`src/rtl/vga_spi_pkg.sv`:
```
// Shared constants and types for the VGA gain-control SPI link (driver and responder).
// Pure declarations: no logic, no latency.
// No flow control; both ends agree on framing through these constants.
package vga_spi_pkg;

  // Register map and framing
  localparam logic [7:0] VGA_GAIN_ADDR  = 8'h02;
  localparam logic [6:0] VGA_GAIN_RST   = 7'h20;
  localparam int         VGA_FRAME_BITS = 16;

  // The bit counter runs one past a full frame so that over-long frames remain distinguishable
  localparam int         VGA_CNT_W   = 5;
  localparam logic [4:0] VGA_CNT_FULL = 5'(VGA_FRAME_BITS);
  localparam logic [4:0] VGA_CNT_SAT  = 5'(VGA_FRAME_BITS + 1);

  typedef enum logic {
    IDLE  = 1'b0,
    SHIFT = 1'b1
  } state_e;

  // One decoded write: address byte followed by data byte
  typedef struct packed {
    logic [7:0] addr;
    logic [7:0] data;
  } frame_t;

  // A frame is well formed when exactly 16 bits arrived and both byte MSBs are clear
  function automatic logic frame_ok(input logic [15:0] sh, input logic [4:0] cnt);
    return (cnt == VGA_CNT_FULL) && !sh[15] && !sh[7];
  endfunction

endpackage

```
`src/rtl/spi_in_sync.sv`:
```
// Multi-flop synchroniser for one asynchronous SPI pin, with a history flop for edge pulses.
// Latency: level valid SYNC_STAGES clocks after the pin is sampled; rise/fall pulses are combinational on that level.
// No backpressure; pulses last exactly one clock.
module spi_in_sync #(
  parameter int   SYNC_STAGES = 2,
  parameter logic RST_VAL     = 1'b0
) (
  input  logic i_clk,
  input  logic i_rst,
  input  logic i_d,
  output logic o_lvl,
  output logic o_rise,
  output logic o_fall
);

  logic [SYNC_STAGES-1:0] sync_q;
  logic [SYNC_STAGES-1:0] sync_d;
  logic                   hist_q;

  assign sync_d = {sync_q[SYNC_STAGES-2:0], i_d};

  // Shift the pin through the synchroniser chain and remember the previous synchronised level
  always_ff @(posedge i_clk or posedge i_rst) begin
    if (i_rst) begin
      sync_q <= {SYNC_STAGES{RST_VAL}};
      hist_q <= RST_VAL;
    end else begin
      sync_q <= sync_d;
      hist_q <= sync_q[SYNC_STAGES-1];
    end
  end

  assign o_lvl  = sync_q[SYNC_STAGES-1];
  assign o_rise = o_lvl & ~hist_q;
  assign o_fall = ~o_lvl & hist_q;

endmodule

```
`src/rtl/vga_spi_rx.sv`:
```
// Write-only SPI responder: decodes 16-bit address/data frames and shadows the VGA gain register.
// Latency: commit pulse SYNC_STAGES+1 clocks after cs_n is first sampled high at frame end.
// No backpressure: every frame commits unconditionally as valid write or frame error.
module vga_spi_rx
  import vga_spi_pkg::*;
#(
  parameter int SYNC_STAGES = 2,
  parameter int ERR_CNT_W   = 8
) (
  input  logic                 i_clk125,
  input  logic                 i_srst,
  input  logic                 i_cs_n,
  input  logic                 i_sclk,
  input  logic                 i_mosi,
  output logic                 o_busy,
  output logic                 o_wr_valid,
  output logic [7:0]           o_wr_addr,
  output logic [7:0]           o_wr_data,
  output logic [6:0]           o_gain_reg,
  output logic                 o_pwdn,
  output logic                 o_frame_err,
  output logic [ERR_CNT_W-1:0] o_err_cnt
);

  localparam logic [ERR_CNT_W-1:0] ERR_MAX = {ERR_CNT_W{1'b1}};
  localparam logic [ERR_CNT_W-1:0] ERR_ONE = {{(ERR_CNT_W-1){1'b0}}, 1'b1};

  // Synchronised pin views
  logic cs_lvl, cs_rise, cs_fall;
  logic sclk_lvl, sclk_rise, sclk_fall;
  logic mosi_lvl, mosi_rise, mosi_fall;

  // FSM and decode strobes
  state_e state_q, state_d;
  logic   clr_en;
  logic   shift_en;
  logic   commit_wr;
  logic   commit_err;

  // Datapath registers
  logic [15:0]          shift_q, shift_d;
  logic [VGA_CNT_W-1:0] cnt_q, cnt_d;
  frame_t               wr_q, wr_d;
  logic [6:0]           gain_q, gain_d;
  logic [ERR_CNT_W-1:0] err_cnt_q, err_cnt_d;
  logic                 wr_valid_q, wr_valid_d;
  logic                 frame_err_q, frame_err_d;

  // Only the sclk rise and the mosi level are consumed
  logic unused_sync;
  assign unused_sync = ^{sclk_lvl, sclk_fall, mosi_rise, mosi_fall};

  spi_in_sync #(.SYNC_STAGES(SYNC_STAGES), .RST_VAL(1'b1)) u_sync_cs (
    .i_clk  (i_clk125),
    .i_rst  (i_srst),
    .i_d    (i_cs_n),
    .o_lvl  (cs_lvl),
    .o_rise (cs_rise),
    .o_fall (cs_fall)
  );

  spi_in_sync #(.SYNC_STAGES(SYNC_STAGES), .RST_VAL(1'b0)) u_sync_sclk (
    .i_clk  (i_clk125),
    .i_rst  (i_srst),
    .i_d    (i_sclk),
    .o_lvl  (sclk_lvl),
    .o_rise (sclk_rise),
    .o_fall (sclk_fall)
  );

  spi_in_sync #(.SYNC_STAGES(SYNC_STAGES), .RST_VAL(1'b0)) u_sync_mosi (
    .i_clk  (i_clk125),
    .i_rst  (i_srst),
    .i_d    (i_mosi),
    .o_lvl  (mosi_lvl),
    .o_rise (mosi_rise),
    .o_fall (mosi_fall)
  );

  // FSM state register; reset abandons any frame in flight
  always_ff @(posedge i_clk125 or posedge i_srst) begin
    if (i_srst) begin
      state_q <= IDLE;
    end else begin
      state_q <= state_d;
    end
  end

  // FSM next state: a frame spans the synchronised cs_n low window
  always_comb begin
    state_d = state_q;
    case (state_q)
      IDLE:    if (cs_fall) state_d = SHIFT;
      SHIFT:   if (cs_rise) state_d = IDLE;
      default: state_d = IDLE;
    endcase
  end

  // FSM outputs: frame start clears, sclk rises shift, cs_n rise commits.
  // An sclk rise coincident with either cs_n edge is dropped, since cs_n edges take priority.
  always_comb begin
    clr_en     = 1'b0;
    shift_en   = 1'b0;
    commit_wr  = 1'b0;
    commit_err = 1'b0;
    case (state_q)
      IDLE: begin
        if (cs_fall) clr_en = 1'b1;
      end
      SHIFT: begin
        if (cs_rise) begin
          if (cnt_q != '0) begin
            if (frame_ok(shift_q, cnt_q)) commit_wr  = 1'b1;
            else                          commit_err = 1'b1;
          end
        end else if (sclk_rise) begin
          shift_en = 1'b1;
        end
      end
      default: ;
    endcase
  end

  // Datapath next state: shifter, saturating bit count, commit targets, saturating error count
  always_comb begin
    shift_d   = shift_q;
    cnt_d     = cnt_q;
    wr_d      = wr_q;
    gain_d    = gain_q;
    err_cnt_d = err_cnt_q;
    if (clr_en) begin
      shift_d = '0;
      cnt_d   = '0;
    end else if (shift_en) begin
      shift_d = {shift_q[14:0], mosi_lvl};
      if (cnt_q != VGA_CNT_SAT) cnt_d = cnt_q + 5'd1;
    end
    if (commit_wr) begin
      wr_d.addr = shift_q[15:8];
      wr_d.data = shift_q[7:0];
      if (shift_q[15:8] == VGA_GAIN_ADDR) gain_d = shift_q[6:0];
    end
    if (commit_err && (err_cnt_q != ERR_MAX)) err_cnt_d = err_cnt_q + ERR_ONE;
  end

  assign wr_valid_d  = commit_wr;
  assign frame_err_d = commit_err;

  // Datapath registers; the commit pulses and their payload update on the same edge
  always_ff @(posedge i_clk125 or posedge i_srst) begin
    if (i_srst) begin
      shift_q     <= '0;
      cnt_q       <= '0;
      wr_q        <= '0;
      gain_q      <= VGA_GAIN_RST;
      err_cnt_q   <= '0;
      wr_valid_q  <= 1'b0;
      frame_err_q <= 1'b0;
    end else begin
      shift_q     <= shift_d;
      cnt_q       <= cnt_d;
      wr_q        <= wr_d;
      gain_q      <= gain_d;
      err_cnt_q   <= err_cnt_d;
      wr_valid_q  <= wr_valid_d;
      frame_err_q <= frame_err_d;
    end
  end

  assign o_busy      = ~cs_lvl;
  assign o_wr_valid  = wr_valid_q;
  assign o_wr_addr   = wr_q.addr;
  assign o_wr_data   = wr_q.data;
  assign o_gain_reg  = gain_q;
  assign o_pwdn      = gain_q[6];
  assign o_frame_err = frame_err_q;
  assign o_err_cnt   = err_cnt_q;

endmodule

```
`config.mk`:
```
export PLATFORM = sky130hd
export DESIGN_NAME = vga_spi_rx
export DESIGN_NICKNAME = d
export VERILOG_FILES = /design/src/rtl/vga_spi_pkg.sv /design/src/rtl/spi_in_sync.sv /design/src/rtl/vga_spi_rx.sv
export SDC_FILE = /design/constraint.sdc
export NUM_CORES = 1
export LEC_CHECK = 0
export BUFFER_PORTS_ARGS = -buffer_cell sky130_fd_sc_hd__buf_2
export CORE_UTILIZATION = 60
export CTS_CLUSTER_DIAMETER = 200
export DETAILED_ROUTE_END_ITERATION = 10
export GPL_ROUTABILITY_DRIVEN = 0
export PLACE_DENSITY = 0.91
export SKIP_CTS_REPAIR_TIMING = 1
export SYNTH_ARGS = -nofsm -noshare
export SYNTH_HDL_FRONTEND = slang
export SYNTH_SLANG_ARGS = --single-unit
```
`constraint.sdc`:
```
create_clock -name i_clk125 -period 4.6 [get_ports i_clk125]
set_input_delay 0.23 -clock i_clk125 [delete_from_list [all_inputs] [get_ports i_clk125]]
set_output_delay 0.23 -clock i_clk125 [all_outputs]
set_load 0.02 [all_outputs]
```
==> impl_metrics.py <==
metrics = {
    "run_status": {
        "status": "finished, final reports clean",
    },
    "worst_setup_path": {
        "slowest_stage": "nor2b_1",
        "path_cells": "nor2b_1 -> nor2_2 -> nand2_1 -> a21oi_1",
        "endpoint_kind": "flop",
        "crit_path_max_fanout": 19,
        "start_kind": "flop",
        "reg2reg_depth": 4,
        "crit_required_ns": 4.76,
        "critPathKind": "reg2reg",
        "cp.arrival_ns": 2.33,
        "slowest_delay_ns": 0.82,
    },
    "floorplanning": {
        "row_count": 23,
        "dieArea_um2": 4620,
        "die_y_um": 68.0,
        "start_util": 0.639,
        "coreArea_um2": 4090,
        "die_x_um": 68.0,
        "io_pins": 40,
    },
    "cells_and_area": {
        "largest_reg_flops": 16,
        "final_area_um2": 3020,
        "nNetsFinal": 285,
        "fillCellCount": 277,
        "area_growth_pct": 15.6,
        "fin_util": 0.739,
        "diodes": 0,
        "drive_gt1_frac": 0.288,
        "final_common_cell": "dfrtp_1",
        "multi_input_area_um2": 960,
        "regArea_um2": 1580,
        "layout.cells.most_common_list": "dfrtp_1, nand2_1, buf_2, a21oi_1, o21ai_0",
        "regMostFlops": "shift_q",
    },
    "global_routing": {
        "antenna_found_initial": 0,
        "grt_pass1_vias": 1672,
        "overflow": 0,
        "grt_usage": 0.225,
        "grt_pass1_wl_um": 7310,
        "grt_max_degree": 64,
    },
    "detailed_routing": {
        "drt_first_pass_iters": 4,
        "drc": 0,
        "wl_um": 4540,
        "vias_per_cell": 5.46,
        "via_count": 1808,
        "drt_iter0_drc": 113,
        "routedWlPerCell_um": 13.7,
        "drt.antenna.violating_nets": 0,
    },
    "sta": {
        "fin_tns_setup_ns": 0,
        "hold_viol_final": 0,
        "rsz0062_at_grt": "no",
        "worst_slew_pin_slew_ns": 1.25,
        "period_minus_slack_ns": 2.17,
        "setup_viol": 0,
        "fin_ws_ns": 2.43,
        "fmax_ghz": 0.461,
        "slew_headroom": 0.166,
        "period_share": 0.472,
        "final_max_slew_viol_count": 0,
        "finClkSkew_ns": 0.00739,
    },
    "yosys": {
        "synth.ff_latch_count": 63,
        "synth_edf_count": 0,
        "synth-simple-area-share": 0.162,
        "ys_seq_area_frac": 0.606,
        "ys_warn_count": 0,
        "syn_inst": 231,
        "ys.flop_type": "dfrtp_1",
        "netlist_area_um2": 2610,
        "synth_nets": 240,
        "synth_top_family_by_area": "simple AND/OR/NAND/NOR gates",
        "avgSynthCellArea_um2": 11.3,
        "synthArstFlopShare": 1.00,
        "synth_xor_area_frac": 0.0201,
        "synth_fa_ha_area_frac": 0.0192,
        "synth_cell_types": 42,
        "synth_mux_area_frac": 0.0743,
        "synth_compound_area_frac": 0.0896,
    },
    "clock_network": {
        "cts-root-buf": "clkbuf_8",
        "clockBufferDepth": 2,
        "cts_buffers": 9,
        "cts_tree": "done",
        "cts.sinks": 63,
        "htree_levels": 3,
        "clk_latency_ns": 0.34,
        "cts.clk_slew.worst_paths_ns": 0.07,
    },
    "placed_design": {
        "dp_hpwl_um": 2930,
        "dpl_cell_area_um2": 2830,
        "io_buffers": 39,
        "post-place-ws_ns": 2.41,
    },
    "power": {
        "p_leak_nw": 1.54,
        "ir_drop_mv": 0.343,
        "power_density_nw_per_um2": 391,
    },
    "job": {
        "maxCapViolations": 0,
    },
    "worst_hold_path": {
        "hp-class": "in2async",
    },
}
cells in the mapped netlist (2+ instances only):
cell type / n / area [um^2]
mux2_2: 14 / 158
xor2_1: 4 / 35.0
a31oi_1: 3 / 18.8
nand3b_1: 2 / 15.0
clkbuf_1: 4 / 15.0
nor2_2: 2 / 12.5
dfstp_2: 4 / 105
nand4_1: 4 / 25.0
nand2b_1: 2 / 12.5
nor3_1: 4 / 20.0
nor2_1: 6 / 22.5
nand2_1: 41 / 154
xnor2_1: 2 / 17.5
ha_1: 4 / 50.1
nor2b_1: 3 / 18.8
buf_2: 3 / 15.0
and2_1: 2 / 12.5
and3_1: 2 / 12.5
inv_1: 6 / 22.5
a21oi_1: 21 / 105
dfrtp_1: 59 / 1480
nand3_1: 2 / 10.0
o21ai_0: 18 / 90.1
critical path: cells and delay by family, from the launching register on:
kind | cells | cell delay (ns)
and+or+nand+nor | 3 | 1.32
DFF | 1 | 0.60
AOI/OAI and AO/OA | 1 | 0.08
final cells by class:
cell class,count,area share
Sequential cell,63,0.524
Inverter,7,0.00870
Multi-Input combinational cell,152,0.318
Clock buffer,11,0.0435
Timing Repair Buffer,43,0.0771
Tap cell,50,0.0207
Clock inverter,5,0.00829
routing by layer:
| metal | up-vias | routed length [um] | global-route usage |
|---|---|---|---|
| met4 | 0 | 66 | 0.117 |
| met5 | - | 0 | 0 |
| met2 | 47 | 2240 | 0.369 |
| met1 | 879 | 1990 | 0.252 |
| li1 | 874 | - | - |
| met3 | 8 | 237 | 0.0867 |
metrics by stage:
| step | hold WS (ns) | std cells | power (W) |
|---|---|---|---|
| after floorplan | 0.234 | 231 | 0.000754 |
| after global placement | 0.335 | 312 | 0.000792 |
| after detailed placement | 0.340 | 312 | 0.000802 |
| after CTS | -0.0157 | 328 | 0.00119 |
| after global routing | 0.177 | 331 | 0.00124 |
| final | 0.0951 | 331 | 0.00118 |
cell families after synthesis:
logic type,after synthesis
xor gates and xnor gates,6
and+or+nand+nor,80
buffers and inverters,16
AOI/OAI and AO/OA,45
adders and majority gates,4
muxes,17
DFF,63
power breakdown:
group	total (W)	switching, W	internal [W]
combinational	0.000163	0.0000968	0.0000659
clock	0.000387	0.000196	0.000191
sequential	0.000630	0.0000402	0.000590
total	0.00118	0.000333	0.000847
worst paths after layout:
check                                                  end  slack (ns)                            start
setup / recovery                    shift_q[1]$_DFFE_PP0P_        2.43    u_sync_cs.sync_q[1]$_DFF_PP1_
hold / removal             u_sync_sclk.sync_q[0]$_DFF_PP0_         0.1                           i_srst
setup reg to reg                    shift_q[1]$_DFFE_PP0P_        2.43    u_sync_cs.sync_q[1]$_DFF_PP1_
hold reg to reg            u_sync_mosi.sync_q[1]$_DFF_PP0_        0.35  u_sync_mosi.sync_q[0]$_DFF_PP0_
max in group asynchronous  u_sync_mosi.sync_q[1]$_DFF_PP0_        4.00                           i_srst
min in group i_clk125      u_sync_mosi.sync_q[1]$_DFF_PP0_        0.35  u_sync_mosi.sync_q[0]$_DFF_PP0_
Power figures use the tool's default switching activity.
